File: config.mk
export PLATFORM = sky130hd
export DESIGN_NAME = aes_shift_rows_pipe
export DESIGN_NICKNAME = d
export VERILOG_FILES = /design/src/rtl/aes_shift_rows_pipe.sv
export SDC_FILE = /design/constraint.sdc
export NUM_CORES = 1
export LEC_CHECK = 0
export CAP_MARGIN = 15
export CORE_MARGIN = 2
export CORE_UTILIZATION = 51
export DETAILED_ROUTE_END_ITERATION = 8
export MAX_ROUTING_LAYER = met4
export PLACE_DENSITY = 0.83
export SYNTH_ARGS = -nofsm -noshare
export SYNTH_HDL_FRONTEND = slang
export SYNTH_SLANG_ARGS = --single-unit
File: constraint.sdc
create_clock -name clk -period 2.35 [get_ports clk]
set_input_delay 0.5875 -clock clk [delete_from_list [all_inputs] [get_ports clk]]
set_output_delay 0.5875 -clock clk [all_outputs]
set_load 0.005 [all_outputs]
File: src/rtl/aes_shift_rows_pipe.sv
`default_nettype none
// ============================================================================
// Module  : aes_shift_rows_pipe
// Brief   : Registered ShiftRows / InvShiftRows / bypass stage for a Rijndael
//           state of NB columns, with a 2-entry valid/ready skid buffer so
//           that in_ready comes straight from a flop.
// Rev     : 1.0  initial release
// ============================================================================
module aes_shift_rows_pipe #(
    parameter int NB     = 4,
    parameter bit ERR_EN = 1'b1
) (
    input  logic              clk,
    input  logic              rst,
    input  logic              in_valid,
    output logic              in_ready,
    input  logic [32*NB-1:0]  in_data,
    input  logic [1:0]        in_mode,
    output logic              out_valid,
    input  logic              out_ready,
    output logic [32*NB-1:0]  out_data,
    output logic              err,
    input  logic              err_clr
);

    localparam int c_W = 32 * NB;

    localparam logic [1:0] c_MODE_FWD = 2'b00;
    localparam logic [1:0] c_MODE_INV = 2'b01;
    localparam logic [1:0] c_MODE_RSV = 2'b11;

    // Occupancy of the output register plus skid register.
    typedef enum logic [1:0] {
        S_EMPTY = 2'd0,
        S_ONE   = 2'd1,
        S_TWO   = 2'd2
    } state_t;

    state_t           r_state;
    logic             r_in_ready;
    logic             r_out_valid;
    logic [c_W-1:0]   r_out_data;
    logic [c_W-1:0]   r_skid_data;

    logic [c_W-1:0]   w_fwd;
    logic [c_W-1:0]   w_inv;
    logic [c_W-1:0]   w_shifted;
    logic             w_accept;
    logic             w_deliver;

    // Only the three Rijndael block widths with defined row offsets exist.
    if (!(NB == 4 || NB == 6 || NB == 8)) begin : g_bad_nb
        $error("aes_shift_rows_pipe: NB must be 4, 6 or 8");
    end

    // Pure wiring: each output byte picks one input byte chosen at elaboration.
    // Byte k sits at row k%4, column k/4, most significant byte first.
    for (genvar k = 0; k < 4 * NB; k++) begin : g_byte
        localparam int c_ROW   = k % 4;
        localparam int c_COL   = k / 4;
        localparam int c_OFF   = (NB == 8) ? ((c_ROW == 3) ? 4 :
                                              (c_ROW == 2) ? 3 : c_ROW)
                                           : c_ROW;
        localparam int c_FWD_K = 4 * ((c_COL + c_OFF) % NB) + c_ROW;
        localparam int c_INV_K = 4 * ((c_COL - c_OFF + NB) % NB) + c_ROW;

        assign w_fwd[c_W-1-8*k -: 8] = in_data[c_W-1-8*c_FWD_K -: 8];
        assign w_inv[c_W-1-8*k -: 8] = in_data[c_W-1-8*c_INV_K -: 8];
    end

    // Direction select on the input side; reserved mode passes data through.
    always_comb begin
        w_shifted = in_data;
        case (in_mode)
            c_MODE_FWD: w_shifted = w_fwd;
            c_MODE_INV: w_shifted = w_inv;
            default:    w_shifted = in_data;
        endcase
    end

    assign w_accept  = in_valid & r_in_ready;
    assign w_deliver = r_out_valid & out_ready;

    // Occupancy FSM; the output register always holds the oldest beat,
    // the skid register only fills when a beat arrives while the output stalls.
    always_ff @(posedge clk) begin
        if (rst) begin
            r_state     <= S_EMPTY;
            r_in_ready  <= 1'b1;
            r_out_valid <= 1'b0;
            r_out_data  <= '0;
            r_skid_data <= '0;
        end else begin
            case (r_state)
                S_EMPTY: begin
                    if (w_accept) begin
                        r_out_data  <= w_shifted;
                        r_out_valid <= 1'b1;
                        r_in_ready  <= 1'b1;
                        r_state     <= S_ONE;
                    end
                end
                S_ONE: begin
                    if (w_accept && w_deliver) begin
                        r_out_data <= w_shifted;
                    end else if (w_accept) begin
                        r_skid_data <= w_shifted;
                        r_in_ready  <= 1'b0;
                        r_state     <= S_TWO;
                    end else if (w_deliver) begin
                        r_out_valid <= 1'b0;
                        r_state     <= S_EMPTY;
                    end
                end
                S_TWO: begin
                    if (w_deliver) begin
                        r_out_data <= r_skid_data;
                        r_in_ready <= 1'b1;
                        r_state    <= S_ONE;
                    end
                end
                default: begin
                    r_state     <= S_EMPTY;
                    r_in_ready  <= 1'b1;
                    r_out_valid <= 1'b0;
                end
            endcase
        end
    end

    if (ERR_EN) begin : g_err
        logic r_err;

        // Sticky flag for accepted reserved-mode beats; a new set beats a clear.
        always_ff @(posedge clk) begin
            if (rst) begin
                r_err <= 1'b0;
            end else if (w_accept && (in_mode == c_MODE_RSV)) begin
                r_err <= 1'b1;
            end else if (err_clr) begin
                r_err <= 1'b0;
            end
        end

        assign err = r_err;
    end else begin : g_no_err
        assign err = 1'b0;
    end

    assign in_ready  = r_in_ready;
    assign out_valid = r_out_valid;
    assign out_data  = r_out_data;

endmodule
`default_nettype wire

# Word-level counts from Yosys, hierarchy flattened
# Cells that the tools add are included.
word_totals:
  ff_bits: 261
  inputBits: 135
  word_cells: 55
  output_inout_bits: 131
classes:
  mux: 22
  bitwise_logic: 4
  reduce_logical: 11
  eq_ne: 12
ops:
  columns: ["operator", "count"]
  rows:
  - ["2-to-1 mux 128 bit", 3]
  - ["case mux 128 bit (3 select lines)", 1]
  - ["case mux 120 bit (2 select lines)", 1]
  - ["!= test 2 bit, second input constant", 7]
  - ["AND reduction 4 bit", 3]
  - ["2-to-1 mux 2 bit", 5]
  - ["2-to-1 mux 1 bit", 9]
  - ["case mux 1 bit (3 select lines)", 2]
  - ["case mux 2 bit (3 select lines)", 1]
  - ["AND reduction 5 bit", 1]
  - ["equality test 2 x 1 -> 1 bit, second input constant", 2]
  - ["equality test 2 bit, second input constant", 2]
  - ["zero test 2 bit", 2]
  - ["!= test 3 bit, second input constant", 1]
  - ["AND reduction 3 bit", 1]
  - ["nonzero test 3 bit", 1]
  - ["bitwise AND 1 bit", 2]
  - ["logical AND 1 bit", 2]
  - ["inverter 1 bit", 2]
  - ["nonzero test 2 bit", 1]

# Logic depth before layout (Yosys ltp)
logic_depth:
  depth_word: 5
  ltp_mapped: 8
  ltp_nobuf: 4

# Worst setup path before layout
# OpenSTA, ideal clock, no wires.
synth_path:
  path_kind: "input -> register"
  startpoint: "input in_valid"
  endpoint: "register r_out_data[12] (netlist: out_data[12])"
  t_required_ps: 2218
  setup_ps: 132
  path_buffers: 4
  cell_stages: 8
  path_slack_ps: 402
  arrival_ps: 1816
  cell_sequence: "buf_2 and4_1 a211o_1 buf_2 buf_6 buf_2 o211ai_1 a21oi_1"
synth_via:
  elab_chain_len: 4
  word_cells_on_any_way: 5
  cone_classes: "eq/ne (2); bitwise (1); reduce/logical (2)"
synth_lines:
  columns: ["item", "line", "rtl"]
  rows:
  - ["start: declaration", "15", "input logic in_valid,"]
  - ["bitwise AND 1 bit (*)", "81", "assign w_accept = in_valid & r_in_ready;"]
  - ["logical AND 1 bit", "104", "if (w_accept && w_deliver) begin"]
  - ["!= test 2 bit (no line)", null, null]
  - ["AND reduction 4 bit (no line) (*)", null, null]
  - ["end signal: assignment", "97", "r_out_data <= w_shifted;"]
  - ["end signal: assignment", "105", "r_out_data <= w_shifted;"]
  - ["end signal: assignment", "117", "r_out_data <= r_skid_data;"]
  - ["end: declaration", "42", "logic [c_W-1:0] r_out_data;"]
# Every way passes the cells marked *; elsewhere a longest branch is shown, timed or not.
# A chain may end at the register's enable or synchronous reset.

# Final worst setup path
layout_path:
  startpoint: "register r_out_data[66] (netlist: out_data[66])"
  endpoint: "output out_data[66]"
layout_rtl:
  columns: ["item", "line", "rtl"]
  rows:
  - ["end: declaration", "21", "output logic [32*NB-1:0] out_data,"]
# No word-level cell between the ends.

==> results.ini <==
[finish]
seq_area_um2=5230
multi_input_area_um2=6250
drive_gt1_frac=0.0743
final_area_um2=16400
area_growth_pct=35.3
fin_cells=2032
nFillCells=1854
final_util=0.700
nets=1826

[global_route]
grt_overflow=0
grt_usage=0.297
grt_pass1_wl_um=58200
grt_max_degree=71
grt_antenna_before_repair=3
grt_pass1_vias=11100

[synth]
synth_largest_area_cell=dfxtp_1
seq_area_frac_synth=0.432
syn-cell-area_um2=12100
syn_inst=1478
ys.warnings.count=0
synth_top_cell_area_share=0.432
synth_commonest_cells=nand2_1 (291), dfxtp_1 (261), a21oi_1 (164)
ys_seq_elements=261
syn_area_per_cell_um2=8.19
synth_edf_count=0
yosysMostFrequentCell=nand2_1
synthTopCellsByArea=dfxtp_1 (43%), nand2_1 (9.0%), a211oi_1 (8.6%), mux2i_1 (7.9%), a21oi_1 (6.8%)
synth_ff_type=dfxtp_1
ys_async_sr_fraction=0
yosys.cell_types.count=31
syn-num-nets=1613

[power_and_ir_drop]
seqPwrFrac=0.401
p_comb_frac=0.233
p_leak_nw=6.06
power_mw=13.0
internal-power_mw=9.37
clockPowerShare=0.366
power.density_nw_per_um2=791
switching_power_mw=3.59
swShare=0.277
ir_drop_v=0.000508

[detailed_routing]
avgViaCountPerCell=5.84
route.detailed.drc=0
drt_iter0_markers=1042
drtAntennaViolNets=0
avgRoutedWirePerCell_um=18.3
drt_first_pass_iters=7
routed_wl_um=37200
via_count=11900

[timing]
finalCritPeriodShare=0.928
hold_viol=0
hold_ws_ns=0.451
slew_violations=0
rsz0062_at_grt=no
worstMarginPinSlew_ns=0.507
finalSetupViolCount=0
timing.slew.headroom=0.662
clock.fmax_ghz=0.458
fin_worst_skew_ns=0.0162
tns_ns=0
finalWorstSetupSlack_ns=0.168
fin_crit_ns=2.18

[place]
gp_congestion=0.865
dp.cells=1980
dp_hpwl_um=25500
pre_cts_ws_ns=-0.142
portBuffers=265
postPlaceCellArea_um2=15400

[clocking]
htree_levels=1
clk_pin_slew_ns=0.06
root_buffer=clkbuf_16
post_cts_buffers=0
cts_sinks=261
clk-insertion-delay-late_ns=0.54
cts_tree=built
clk_path_buf_depth=3
cts_hold_buf=0
cts_resized=0
cts_made_buffers=28

[setup_path]
required_ns=1.76
critPathKind=flop to output port
critical_path.max_stage_delay_ns=0.57
cp_top_family=buffers and inverters
cpMaxStageDelayCell=clkdlybuf4s50_1
cp-start-kind=flop
timing.critical_path.buf_inv=1
cp_max_fo=2
cp_data_arrival_time_ns=1.59
path_cells=clkdlybuf4s50_1
cp-end-kind=output port

[floorplan]
dieWidth_um=158
die_h_um=158
core-area_um2=23400
ioPinCount=266
initial_core_util=0.517
die_area_um2=25000
row_count=56

[outcome]
outcome=finished clean

[min_path]
hold_path.class=flop to flop

[run]
cap_violations=0

==> cell families (layout without fill, tap and decap cells) <==
kind of cell,count (synthesis),in the layout,synth area share
mux,96,96,0.0794
flops,261,261,0.432
other cells,0,3,0
buf+inv,147,379,0.0546
simple gates,546,546,0.192
compound gates,428,428,0.242
==> tightest hold or removal path, delay by kind of cell, from the launching register on <==
| kind | cells | cell delay (ns) |
|---|---|---|
| AOI/OAI and AO/OA | 1 | 0.05 |
| DFF | 1 | 0.31 |
| and+or+nand+nor | 1 | 0.05 |
==> registers in the layout, summed over array words and instances, names as in the netlist <==
name         cells
r_state          2
out_valid        1
in_ready         1
out_data       128
r_skid_data    128
err              1
==> power by group through the flow <==
stage / clock (mW) / combinational [mW] / sequential [mW]
finish: 4.74 / 3.02 / 5.20
floorplan: 0 / 1.48 / 5.22
global route: 4.96 / 3.29 / 5.24
global placement: 0 / 2.92 / 5.27
detailed placement: 0 / 2.99 / 5.28
CTS: 4.79 / 3.02 / 5.19
==> routing by layer <==
layer  vias up  wire length (µm)  GRT usage
met5         -                 0          -
met4         0              1280      0.102
met3        89              2660     0.0471
met2       454             17800      0.484
met1      5641             15400      0.376
li1       5681                 -          -
==> worst paths after layout <==
kind / from / end / slack [ns] / cells past startpoint
max: out_data[66] / out_data[66] / 0.17 / 1
min: r_skid_data[4] / r_skid_data[4] / 0.45 / 2
max reg2reg: r_state[0] / out_data[67] / 0.38 / 6
min reg2reg: r_skid_data[4] / r_skid_data[4] / 0.45 / 2
==> cell type report <==
| cell class | count | share of cell area |
|---|---|---|
| clock inverters | 9 | 0.00886 |
| diodes | 3 | 0.000458 |
| inverters | 2 | 0.000458 |
| clock buffers | 40 | 0.0523 |
| well taps | 319 | 0.0244 |
| multi-input cells | 1070 | 0.382 |
| repair buffers | 328 | 0.213 |
| flip-flops and latches | 261 | 0.319 |
==> placed cells by master, fill, tap and decap left out, drive strengths merged, types with 2 or more instances in the layout <==
cell,instances
nand2,291
clkdlybuf4s50,262
dfxtp,261
a21oi,164
a211oi,146
nor2,130
mux2i,96
nor2b,66
buf,65
a211o,49
nor3,48
clkbuf,41
a311oi,32
o211ai,32
clkinv,5
bufinv,4
diode,3
nand4,2
a31oi,2
inv,2
and4,2
nand2b,2
Note: power is estimated with default switching activity, not from simulation.
